--- src/rtl/branch_resolve.sv ---
// Resolves EX-stage control transfers against the fetch prediction, raises redirects,
// squashes the wrong path for FLUSH_CYCLES after a redirect, and keeps perf counters.
module branch_resolve #(
  parameter int unsigned FLUSH_CYCLES = 2
) (
  input  logic        clk,
  input  logic        rst_n,
  input  logic        ex_valid,
  input  logic [2:0]  ex_op,
  input  logic [31:0] ex_pc,
  input  logic [31:0] ex_rs1,
  input  logic [31:0] ex_rs2,
  input  logic [31:0] ex_imm,
  input  logic        ex_pred_taken,
  input  logic [31:0] ex_pred_target,
  input  logic        stall_in,
  output logic        branch_flag,
  output logic        branch_taken,
  output logic [31:0] branch_pc,
  output logic [31:0] branch_to,
  output logic        jump_flag,
  output logic        flush,
  output logic        link_valid,
  output logic [31:0] link_data,
  output logic [31:0] perf_branches,
  output logic [31:0] perf_mispredicts
);

  localparam logic [2:0] OP_BEQ  = 3'd0;
  localparam logic [2:0] OP_BNE  = 3'd1;
  localparam logic [2:0] OP_BLT  = 3'd2;
  localparam logic [2:0] OP_BGE  = 3'd3;
  localparam logic [2:0] OP_BLTU = 3'd4;
  localparam logic [2:0] OP_BGEU = 3'd5;
  localparam logic [2:0] OP_JAL  = 3'd6;
  localparam logic [2:0] OP_JALR = 3'd7;

  localparam logic [3:0] FLUSH_LOAD = 4'(FLUSH_CYCLES);

  typedef enum logic {
    ST_IDLE  = 1'b0,
    ST_FLUSH = 1'b1
  } state_t;

  state_t      r_state;
  logic [3:0]  r_cnt;

  logic        w_accept;
  logic        w_taken;
  logic        w_is_jump;
  logic        w_mispredict;
  logic [31:0] w_target;
  logic [31:0] w_pc_plus4;
  logic [31:0] w_next_pc;

  // jump_flag is only ever high while already in FLUSH; kept explicit for clarity.
  assign w_accept = ex_valid && !stall_in && (r_state == ST_IDLE) && !jump_flag;

  always_comb begin
    w_taken    = 1'b0;
    w_is_jump  = 1'b0;
    w_pc_plus4 = ex_pc + 32'd4;
    case (ex_op)
      OP_BEQ:  w_taken = (ex_rs1 == ex_rs2);
      OP_BNE:  w_taken = (ex_rs1 != ex_rs2);
      OP_BLT:  w_taken = ($signed(ex_rs1) <  $signed(ex_rs2));
      OP_BGE:  w_taken = ($signed(ex_rs1) >= $signed(ex_rs2));
      OP_BLTU: w_taken = (ex_rs1 <  ex_rs2);
      OP_BGEU: w_taken = (ex_rs1 >= ex_rs2);
      OP_JAL,
      OP_JALR: begin
        w_taken   = 1'b1;
        w_is_jump = 1'b1;
      end
      default: w_taken = 1'b0;
    endcase
    if (ex_op == OP_JALR) begin
      w_target = (ex_rs1 + ex_imm) & ~32'd1;
    end else begin
      w_target = ex_pc + ex_imm;
    end
    w_next_pc    = w_taken ? w_target : w_pc_plus4;
    w_mispredict = (w_taken != ex_pred_taken) ||
                   (w_taken && (w_target != ex_pred_target));
  end

  always_ff @(posedge clk or negedge rst_n) begin
    if (!rst_n) begin
      r_state          <= ST_IDLE;
      r_cnt            <= 4'd0;
      branch_flag      <= 1'b0;
      branch_taken     <= 1'b0;
      branch_pc        <= 32'd0;
      branch_to        <= 32'd0;
      jump_flag        <= 1'b0;
      flush            <= 1'b0;
      link_valid       <= 1'b0;
      link_data        <= 32'd0;
      perf_branches    <= 32'd0;
      perf_mispredicts <= 32'd0;
    end else begin
      branch_flag <= w_accept;
      jump_flag   <= w_accept && w_mispredict;
      link_valid  <= w_accept && w_is_jump;

      if (w_accept) begin
        branch_taken  <= w_taken;
        branch_pc     <= ex_pc;
        branch_to     <= w_next_pc;
        perf_branches <= perf_branches + 32'd1;
        if (w_is_jump) begin
          link_data <= w_pc_plus4;
        end
      end

      // Counter runs FLUSH_LOAD..0 so flush covers the redirect cycle plus FLUSH_CYCLES more.
      case (r_state)
        ST_IDLE: begin
          if (w_accept && w_mispredict) begin
            r_state          <= ST_FLUSH;
            r_cnt            <= FLUSH_LOAD;
            flush            <= 1'b1;
            perf_mispredicts <= perf_mispredicts + 32'd1;
          end
        end
        ST_FLUSH: begin
          if (r_cnt == 4'd0) begin
            r_state <= ST_IDLE;
            flush   <= 1'b0;
          end else begin
            r_cnt <= r_cnt - 4'd1;
          end
        end
        default: begin
          r_state <= ST_IDLE;
          flush   <= 1'b0;
        end
      endcase
    end
  end

endmodule
--- config.mk ---
export PLATFORM = sky130hd
export DESIGN_NAME = branch_resolve
export DESIGN_NICKNAME = d
export VERILOG_FILES = /design/src/rtl/branch_resolve.sv
export SDC_FILE = /design/constraint.sdc
export NUM_CORES = 1
export LEC_CHECK = 0
export ABC_AREA = 1
export CAP_MARGIN = 20
export CORE_MARGIN = 3
export CORE_UTILIZATION = 52
export DETAILED_ROUTE_END_ITERATION = 10
export GPL_ROUTABILITY_DRIVEN = 0
export PLACE_DENSITY_LB_ADDON = 0.05
export SLEW_MARGIN = 20
export SYNTH_ARGS = -nofsm -noshare
export SYNTH_HDL_FRONTEND = slang
export SYNTH_SLANG_ARGS = --single-unit
--- constraint.sdc ---
create_clock -name clk -period 2.7 [get_ports clk]
set_input_delay 0.81 -clock clk [delete_from_list [all_inputs] [get_ports clk]]
set_output_delay 0.81 -clock clk [all_outputs]
set_load 0.05 [all_outputs]
# Word level (Yosys, flattened, before mapping)
# Index checks and enable logic that the tools add are counted.
# totals
ff_bits	170
output_inout_bits	165
wordCells	66
# classes
addsub	6
n_lt_le_gt_ge	4
n_eq_ne	14
mux	13
bitwise_logic	1
reduce_logical	16
# op_table
op	n
adder 32 x 1 -> 32 bit (second input constant)	2
adder 32 bit	2
greater-or-equal comparator 32 bit	2
< comparator 32 bit	2
two-way mux 32 bit	2
!= test 32 bit	2
adder 32 x 3 -> 32 bit (second input constant)	1
== test 32 bit	1
== test 3 bit (second input constant)	4
two-way mux 4 bit	2
one-hot mux 4 bit (2 select lines)	1
AND reduction 2 bit	4
one-hot mux 1 bit (7 select lines)	1
== test 3 x 2 -> 1 bit (second input constant)	2
logical AND 1 bit	6
two-way mux 1 bit	5
logical NOT 4 bit	1
!= test 2 x 1 -> 1 bit (second input constant)	2
one-hot mux 1 bit (2 select lines)	2
subtractor 4 x 1 -> 4 bit (second input constant)	1
== test 3 x 1 -> 1 bit (second input constant)	1
logical NOT 3 bit	1
logical NOT 1 bit	2
!= test 2 bit (second input constant)	1
4 further kinds	4

# Depth between registers and ports, before layout
# logic_depth
ltp_word	8
mapped_depth	24

# Worst setup path before layout
# No wires, ideal clock.
# synth_timing
kind	input-to-reg
from	input ex_pc[0]
to	register perf_mispredicts[7]
arrival_ns	3.112
required_time_ns	2.582
setup_slack_ns	-0.530
cell_stages	23
cell_sequence	ha_1 > fa_1 > nand2_1 > nand2_1 > nand3_1 > nand2_1 > nand2_1 > nand2_1 > nand2_1 > nand2_1 > nand2_1 > nand3_1 > nand3_1 > nand2_1 > nor2_1 > nand2_1 > nor2_1 > nand2_1 > o21bai_4 > inv_2 > buf_2 > nand2_1 > nand2_1
# synth_between
elab_chain_len	7
# synth_lines
element	line_no	rtl
from (decl)	10	input logic [31:0] ex_pc,
adder 32 bit	80	w_target = ex_pc + ex_imm;
two-way mux 32 bit	77	if (ex_op == OP_JALR) begin
!= test 32 bit	84	(w_taken && (w_target != ex_pred_target));
logical AND 1 bit	84	
logical OR 1 bit	83	w_mispredict = (w_taken != ex_pred_taken) ||
logical AND 1 bit	119	if (w_accept && w_mispredict) begin
AND reduction 2 bit (no source line)	n/a	
to (signal assigned)	123	perf_mispredicts <= perf_mispredicts + 32'd1;
to (decl)	26	output logic [31:0] perf_mispredicts
# No other way between the ends.
# A chain may end at the register's enable or synchronous reset.

# Worst setup path after layout
# layout_timing
from	input ex_imm[12]
to	register perf_mispredicts[19]
# layout_between
elab_chain_len	7
word_cells_on_any_way	8
classes_between	add/sub: 2; eq/ne: 1; mux: 1; reduce/logical: 4
# layout_lines
element	line_no	rtl
from (decl)	13	input logic [31:0] ex_imm,
adder 32 bit (on tied branches)	80, 78	
two-way mux 32 bit *	77	
!= test 32 bit *	84	
logical AND 1 bit *	84	
logical OR 1 bit *	83	
logical AND 1 bit *	119	
AND reduction 2 bit (no source line) *	n/a	
# Every way passes the cells marked *; elsewhere a longest branch is shown, timed or not.

==> results.txt <==
maximum VDD drop = 0.0005221 V
fill count = 1396
status = finished with violations
final worst setup slack = -709.8 ps
slowest stage delay, CP = 280 ps
CTS H-tree depth = 4
Fin Setup TNS = -35090 ps
fin cells = 3492
worst slew pin tran = 877.0 ps
worst clock skew = 15.45 ps
Placeable Area = 28090 um^2
CP Max Fanout = 6
post-route cell area = 24960 um^2
FMAX = 293.3 MHz
critical path's slowest cell = ha_4
Hold Vio Cnt, Final = 0
worst skew pair latency = 430 ps
final core utilization = 0.8888
failing checks = negative setup slack
final setup fails = 77
most frequent cells in the layout = nand2_1 (769), buf_4 (349), inv_1 (348)
initial core utilization = 0.5335
Hold Path Class = in -> async
area of the multi-input gates = 11560 um^2
CP Launch Type = primary input
yosys warns = 0
drt drc = 0
CTS root buf = clkbuf_16
number of synthesized flops with an enable pin = 0
Total Routed Length = 71100 um
vias in the first global route = 19050
IO buf count = 332
Top delay family on crit path = simple AND/OR/NAND/NOR gates
most common cell after layout, fill and taps aside = nand2_1
Post-synth top flop = dfrtp_1
area fraction of the dominant cell type after synthesis = 0.2839
Vias/cell = 5.872
share of layout cells above drive strength 1 = 0.3161
Die Area = 30890 um^2
max-cap violation count = 0
Syn Nets = 2639
Critical Path, Cell by Cell = clkbuf_2 > ha_4 > buf_4 > nand2_1 > nand2_1 > inv_1 > nand2_2 > a21oi_2 > nand2_4 > nand2_1 > nand2_1 > nand2_1 > nand3_2 > nand2_2 > nand2_1 > nand2_1 > nand2_1 > nor2_4 > nand3_2 > o21bai_4 > clkbuf_16 > clkbuf_16 > nand2_2 > nand2_1
Mapped Cells = 2371
worst path bufs/invs = 5
die height = 175.8 um
total routing usage reported by global routing = 0.3844
I/O pin count = 333
CTS sink count = 170
Final Max Tran Viols = 0
clock buffer count from CTS = 17
layout net count = 3365
gr ovfl total = 0
Worst slew margin = 0.4153
hold buffer count at CTS = 0
clk buf depth = 2
Final period util = 1.263
Post-Place Cell Area = 21360 um^2
via count = 20510
largest net degree at the start of global routing = 88
leakage power = 12.92 nW
dominant cells by area after synthesis = dfrtp_1 (28%), nand2_1 (22%), inv_1 (9.7%)
Pre-Repair DR Iteration Count = 8
Post-DP HPWL = 45180 um
Distinct cells, synth = 37
Critical Path RT = 3060 ps
arrival time worst endpoint = 3770 ps
die width = 175.8 um
fraction of registers with async set/reset = 1.000
sequential area share after synthesis = 0.2839
RSZ-0062 raised after global routing = yes
#FFs+latches synth = 170
Inst Count DP = 3375
critical path capture point type = flip-flop
area grow syn2layout = 66.59%
WS Path Type = in -> reg
wire per inst = 20.36 um
dominant cell type by area after synthesis = dfrtp_1
DR iter-0 viols = 2457
Rows = 61
CTS tree = yes
synthesized area = 14990 um^2
Final Critical Period = 3410 ps
first-pass GRT wire length = 95370 um
power per cell area = 646.7 nW/um^2
Post-DRT Antenna Nets = 0
Mean Syn Cell Area = 6.320 um^2
Reg area = 4255 um^2
antenna violations before repair = 4
Clock transition at path regs = 80 ps
most frequent CP cell = nand2_1
## where the power goes
group | switching (W) | total [W] | internal (W)
clock network | 0.00114 | 0.00257 | 0.00142
logic | 0.00604 | 0.00951 | 0.00347
registers | 0.000704 | 0.00406 | 0.00336
total | 0.00789 | 0.0161 | 0.00825
## state kept, by name, summed over array words and instances, names as in the netlist, 4 cells and up
| register | cells |
|---|---|
| branch_to | 32 |
| link_data | 32 |
| perf_branches | 32 |
| perf_mispredicts | 32 |
| branch_pc | 32 |
| r_cnt | 4 |
## layer usage
| layer | track usage | up-vias | share of wire |
|---|---|---|---|
| met3 | 0.05988 | 474 | 0.10 |
| met2 | 0.6739 | 1630 | 0.48 |
| met1 | 0.4508 | 9464 | 0.34 |
| met5 | 0 | - | 0 |
| li1 | - | 8938 | - |
| met4 | 0.2069 | 0 | 0.079 |
## kinds of logic after synthesis
group	after synthesis	synth area share
flip-flops	170	0.2839
buffers and inverters	429	0.1091
XOR/XNOR	89	0.05202
AO/OA/AOI/OAI	154	0.06037
AND/OR/NAND/NOR	1402	0.3898
adder cells (fa/ha/maj)	100	0.08450
multiplexers	27	0.02029
## cell type report
| cell class | instances | area share |
|---|---|---|
| clock inverter | 12 | 0.006115 |
| antenna | 4 | 0.0004010 |
| tap | 378 | 0.01895 |
| timing repair buffer | 741 | 0.2627 |
| inverter | 395 | 0.06029 |
| multi-input combinational | 1772 | 0.4632 |
| clock buffer | 20 | 0.01789 |
| sequential | 170 | 0.1705 |
## repair_timing
item,in CTS,in global routing
setup buffers,48,32
cloned,2,6
endpoints found under the setup margin,95,98
gates resized for setup,429,446
pin swaps,85,149
## cell usage after synthesis, types with 22 or more instances
cell and instances:
dfrtp_1 170, nor3_1 37, nand4_1 37, xor2_1 64, o21ai_0 44, inv_1 386
mux2_2 27, ha_1 98, nand3_1 220, nand2_1 897, a21oi_1 62, xnor2_1 25
o211ai_1 22, nor2_1 163
## worst paths after layout
| check | endpoint | slack [ps] | from | depth (start not counted) |
|---|---|---|---|---|
| worst max-delay path | perf_mispredicts[19]$_DFFE_PN0P_ | -710 | ex_imm[12] | 24 |
| worst min-delay path | perf_branches[29]$_DFFE_PN0P_ | 310 | rst_n | 1 |
| worst max register to register | perf_branches[30]$_DFFE_PN0P_ | -70 | r_state$_DFF_PN0_ | 15 |
| worst min register to register | perf_branches[31]$_DFFE_PN0P_ | 490 | perf_branches[31]$_DFFE_PN0P_ | 1 |
| max in group asynchronous | link_data[2]$_DFFE_PN0P_ | 1640 | rst_n | 2 |
| min in group clk | perf_branches[31]$_DFFE_PN0P_ | 490 | perf_branches[31]$_DFFE_PN0P_ | 1 |
## stage by stage
step                total power, W  setup slack, ps  hold WS (ps)
floorplan                 0.008789           -423.0         498.1
global placement           0.01209            -1480         461.6
detailed placement         0.01227            -1537         465.5
CTS                        0.01508           -816.0         317.9
global route               0.01666           -822.3         340.9
finish                     0.01614           -709.8         312.7
Power figures use the tool's default switching activity.
